File: src/rtl/shift_div_seq.sv
// Sequential unsigned restoring divider producing one quotient bit per clock,
// with a start/in_ready request handshake and an out_valid/out_ready result handshake.
module shift_div_seq #(
  parameter int WIDTH = 8,
  parameter int CW    = 4
) (
  input  logic             clk,
  input  logic             rst,
  input  logic             start,
  input  logic [WIDTH-1:0] dividend,
  input  logic [WIDTH-1:0] divisor,
  output logic             in_ready,
  output logic [WIDTH-1:0] quotient,
  output logic [WIDTH-1:0] remainder,
  output logic             div_zero,
  output logic             out_valid,
  input  logic             out_ready
);

  localparam logic [1:0] IDLE = 2'd0;
  localparam logic [1:0] CALC = 2'd1;
  localparam logic [1:0] DONE = 2'd2;

  logic [1:0]       state;
  logic [WIDTH-1:0] a;
  logic [WIDTH-1:0] d;
  logic [WIDTH-1:0] r;
  logic [CW-1:0]    count;

  logic [WIDTH:0]   trial;
  logic             q_bit;
  logic [WIDTH-1:0] r_next;
  logic [WIDTH-1:0] a_next;

  // One restoring step: the trial carries an extra MSB so its sign says
  // whether the shifted partial remainder was at least the divisor.
  always_comb begin
    trial  = {r, a[WIDTH-1]} - {1'b0, d};
    q_bit  = ~trial[WIDTH];
    r_next = q_bit ? trial[WIDTH-1:0] : {r[WIDTH-2:0], a[WIDTH-1]};
    a_next = {a[WIDTH-2:0], q_bit};
  end

  assign in_ready  = (state == IDLE);
  assign out_valid = (state == DONE);

  // NOTE: all state here is updated with non-blocking assignments so every
  // register samples the pre-edge values, independent of statement order.
  always_ff @(posedge clk or posedge rst) begin
    if (rst) begin
      state     <= IDLE;
      a         <= '0;
      d         <= '0;
      r         <= '0;
      count     <= '0;
      quotient  <= '0;
      remainder <= '0;
      div_zero  <= 1'b0;
    end else begin
      case (state)
        IDLE: begin
          if (start) begin
            if (divisor == '0) begin
              quotient  <= '1;
              remainder <= dividend;
              div_zero  <= 1'b1;
              state     <= DONE;
            end else begin
              a        <= dividend;
              d        <= divisor;
              r        <= '0;
              count    <= '0;
              div_zero <= 1'b0;
              state    <= CALC;
            end
          end
        end
        CALC: begin
          a     <= a_next;
          r     <= r_next;
          count <= count + 1'b1;
          if (count == CW'(WIDTH - 1)) begin
            quotient  <= a_next;
            remainder <= r_next;
            state     <= DONE;
          end
        end
        DONE: begin
          if (out_ready) begin
            div_zero <= 1'b0;
            state    <= IDLE;
          end
        end
        default: state <= IDLE;
      endcase
    end
  end

endmodule

File: config.mk
export PLATFORM = sky130hd
export DESIGN_NAME = shift_div_seq
export DESIGN_NICKNAME = d
export VERILOG_FILES = /design/src/rtl/shift_div_seq.sv
export SDC_FILE = /design/constraint.sdc
export NUM_CORES = 1
export LEC_CHECK = 0
export CORE_MARGIN = 3
export CORE_UTILIZATION = 55
export DETAILED_ROUTE_END_ITERATION = 10
export PLACE_DENSITY = 0.79
export REMOVE_ABC_BUFFERS = 1
export SYNTH_ARGS = -nofsm -noshare
export SYNTH_HDL_FRONTEND = slang
export SYNTH_SLANG_ARGS = --single-unit
File: constraint.sdc
create_clock -name clk -period 4.5 [get_ports clk]
set_input_delay 1.125 -clock clk [delete_from_list [all_inputs] [get_ports clk]]
set_output_delay 1.125 -clock clk [all_outputs]
set_load 0.01 [all_outputs]
# Word-level counts from Yosys, hierarchy flattened
# Cells that the tools add are included.
[totals]
romBits = 0
out_inout_bits = 19
memories = 0
latchBits = 0
mem_bits_rw = 0
regBits = 47
input_bits = 20
elab_cells = 56
[op_classes]
add_sub_neg = 2
mux = 27
n_eq_ne = 8
n_lt_le_gt_ge = 0
n_mul = 0
bitwise = 2
div = 0
n_shift = 0
n_reduce_logical = 9
[op_table]
columns = ["cell", "n"]
rows = [
  ["$mux W8", 11],
  ["$pmux W8 S2", 4],
  ["$reduce_and A3 Y1", 4],
  ["$sub A9 B8 Y9", 1],
  ["$logic_not A8 Y1", 1],
  ["$mux W2", 4],
  ["$mux W4", 2],
  ["$pmux W4 S2", 1],
  ["$ne A2 B2 Y1 const B", 3],
  ["$pmux W2 S3", 1],
  ["$add A4 B1 Y4 const B", 1],
  ["$eq A4 B3 Y1 const B", 1],
  ["$ne A2 B1 Y1 const B", 2],
  ["$reduce_and A4 Y1", 1],
  ["$reduce_bool A2 Y1", 2],
  ["$mux W1", 3],
  ["$eq A2 B1 Y1 const B", 1],
  ["$eq A2 B2 Y1 const B", 1],
  ["$logic_not A2 Y1", 1],
  ["$not A1 Y1", 2],
  ["$pmux W1 S2", 1],
]

# Depth between registers and ports, before layout
[depth]
word_depth = 4
depth_mapped = 9
depth_no_buf = 9

# Worst setup path after synthesis
# No wires, ideal clock.
[synth_timing]
kind = "input port to flip-flop"
from = "in divisor[4]"
to = "reg a[1]"
setup_ns = 0.141
cell_stages = 6
t_arrival_ns = 2.339
path_buffers = 1
setup_slack_ns = 2.020
t_required_ns = 4.359
path_cell_list = "or4_1 -> o21ai_1 -> a21oi_1 -> clkbuf_1 -> nor2_1 -> a31oi_1"
[synth_via]
elab_chain_len = 3
[synth_lines]
columns = ["element", "line", "text"]
rows = [
  ["start: declaration", "11", "input logic [WIDTH-1:0] divisor,"],
  ["$logic_not A8 Y1", "63", "if (divisor == '0) begin"],
  ["$ne A2 B2 Y1 (no line)", "-", ""],
  ["$reduce_and A3 Y1 (no line)", "-", ""],
  ["end signal: assignment", "69", "a <= dividend;"],
  ["end signal: assignment", "79", "a <= a_next;"],
  ["end: declaration", "25", "logic [WIDTH-1:0] a;"],
]
# No other way between the ends.
# A chain may end at the register's enable or synchronous reset.

# Worst setup path after layout
[layout_timing]
from = "in divisor[0]"
to = "reg quotient[0]"
[layout_via]
elab_chain_len = 3
[layout_lines]
columns = ["element", "line", "text"]
rows = [
  ["$logic_not A8 Y1", "63", ""],
  ["$ne A2 B1 Y1 (no line)", "-", ""],
  ["$reduce_and A4 Y1 (no line)", "-", ""],
  ["end signal: assignment", "83", "quotient <= a_next;"],
  ["end: declaration", "13", "output logic [WIDTH-1:0] quotient,"],
]
# No other way between the ends.

==> results.toml <==
[status]
outcome = "completed"

[synth]
synthCells = 287
ys_seq_area_frac = 0.4576
synth_edf_count = 0
ys_ff_latch = 47
synthArstFlopShare = 1.000
yosysMostFrequentCell = "dfrtp_1"
synth_common_cells = "dfrtp_1, nand2_1, nor2_1"
synth_top_area_frac = 0.4576
syn_area_per_cell_um2 = 8.955
ys_types = 49
synth-main-ff-cell = "dfrtp_1"
synth_top_cell_by_area = "dfrtp_1"
netlist_area_um2 = 2570
synthTopCellsByArea = "dfrtp_1, nand2_1, nor2_1"
ys_warn_count = 0

[floorplanning]
core_area_um2 = 4444
dieArea_um2 = 5529
start_util = 0.5783
boundaryPins = 39
die_h_um = 74.36
rows = 24
fp.dieW_um = 74.36

[power]
pwr_density_cell_nw_per_um2 = 839.8
cellLeakagePower_nw = 1.373
irDropWorstVdd_uv = 502.3

[clock_network]
cts_max_level = 2
cts_tree = "built"
clk_latency_ns = 0.31
clkSlewWorstSetupHoldPaths_ns = 0.09
cts_buffers = 5
cts_resized = 0
postCtsSetupRepairBufs = 0
cts.sinks = 47
root_buffer = "clkbuf_8"
clockBufferDepth = 2
cts_hold_buffers = 0

[sta]
max_freq_mhz = 324.2
setup_viol = 0
timing.final.crit_period_ns = 3.085
timing.hold.ws_ns = 0.4947
worst_pin_slew_ns = 1.034
rsz0062_at_grt = "false"
clock_skew_ns = 0.01119
slew_headroom = 0.3110
period_share = 0.6855
setup_slack_ns = 1.415
hold_viol = 0
setup_tns_ns = 0
finalMaxSlewViolations = 0

[min_path]
hold_class = "flip-flop to flip-flop"

[worst_setup_path]
r2r_start = "a[7]"
rrSetupSlack_ns = 1.70
worstSetupEndpointType = "flip-flop"
crit_path_end = "quotient[0]"
path_class = "primary input to flip-flop"
crit_start = "divisor[0]"
worstReg2RegEnd = "remainder[6]"
critPathLaunchType = "primary input"
critical_path_required_ns = 4.73
reg2reg_depth = 9
cp.arrival_ns = 3.31
critPathMaxFanout = 23

[global_route]
grt_pass1_vias = 2047
grt_use_met3 = 0.05405
use_met1 = 0.3199
grt_pass1_wl_mm = 9.680
grt_max_degree = 48
grt_use_total = 0.2319
top_usage_layer = "met2"
grt_use_met2 = 0.3691
antenna_found_initial = 0
gr-total-overflow = 0

[layout]
post-route-util = 0.6937
final_area_um2 = 3083
syn_to_final_growth_pct = 19.96
fillers = 374
drive_gt1_frac = 0.05296
num_antenna_cells = 0
final_nets = 351

[drt]
vias_per_cell = 5.895
drt-total-wl_mm = 6.031
drtIter0Drc = 164
via_count = 2199
firstDrtPassIters = 5
drcViolationCount = 0
wl_per_cell_um = 16.17
final_antenna_net_count = 0

[placed_design]
io_buffers = 38
pre_cts_ws_ns = 1.172
place_congestion = 0.8345
dpl_cell_area_um2 = 2977
place.detailed.hpwl_mm = 4.388

[flow_run]
drv_cap = 0
[sequential cells by signal, summed over array words and instances, names as in the netlist]
name	cells
div_zero	1
a	8
count	4
d	8
r	8
state	2
quotient	8
remainder	8
[stage by stage]
stage,std cells,total power [mW]
after global placement,366,2.235
after CTS,373,2.589
after global routing,373,2.804
after detailed placement,366,2.282
final,373,2.589
after floorplan,274,1.831
[worst min-delay path by stage]
| stage | from | to | slack, ns | depth (start not counted) |
|---|---|---|---|---|
| after floorplan | d[0] | d[0] | 0.45 | 2 |
| after global placement | d[0] | d[0] | 0.47 | 2 |
| after detailed placement | d[0] | d[0] | 0.48 | 2 |
| after CTS | d[0] | d[0] | 0.50 | 2 |
| after global routing | remainder[6] | remainder[6] | 0.52 | 1 |
| final | d[0] | d[0] | 0.49 | 2 |
[placed cells by master, fill, tap and decap left out, types with 5 or more instances in the layout]
master,Yosys,routed
nor2_1,31,31
clkdlybuf4s50_1,0,38
dfrtp_1,47,47
o21ai_1,18,18
inv_1,11,10
a21oi_1,16,16
mux2i_1,5,5
clkbuf_8,0,5
o21ai_0,8,8
nand2_1,44,44
a21o_1,6,6
a31oi_1,11,11
ha_1,9,9
[kinds of logic (layout without fill, tap and decap cells)]
logic type      after synthesis  count (layout)  synth area share
compound gates               87              87            0.2191
xor+xnor                      4               4           0.01363
fa+ha+maj                    10              10           0.05161
buf+inv                      25              59           0.03846
flops                        47              47            0.4576
mux                           7               7           0.02970
simple gates                107             107            0.1899
[cell type report]
class                           count  area, µm²  area share
Timing Repair Buffer               40      395.4      0.1282
Multi-Input combinational cell    215       1295      0.4200
Sequential cell                    47       1176      0.3815
Clock inverter                      2      37.54     0.01218
Clock buffer                        5      68.82     0.02232
Inverter                           12      45.04     0.01461
Tap cell                           52      65.06     0.02110
[per-layer routing]
layer,up-vias,wire (µm)
met1,1054,2752
met3,8,297
met5,-,0
met2,48,2905
met4,0,76
li1,1089,-
[worst max-delay path, cell delays in order]
cell and delay (ns):
clkdlybuf4s50_1 0.43, nor4_1 0.58, nand3_1 0.24, nand2_1 0.65, nor2_1 0.10, a31oi_1 0.18
[report_power, final]
group          switching, mW  leakage [nW]  internal, mW
logic                  0.815         0.756         0.699
clock network          0.148        0.0502         0.162
registers              0.141         0.566         0.624
No activity file was read; power rests on OpenSTA's default activity.
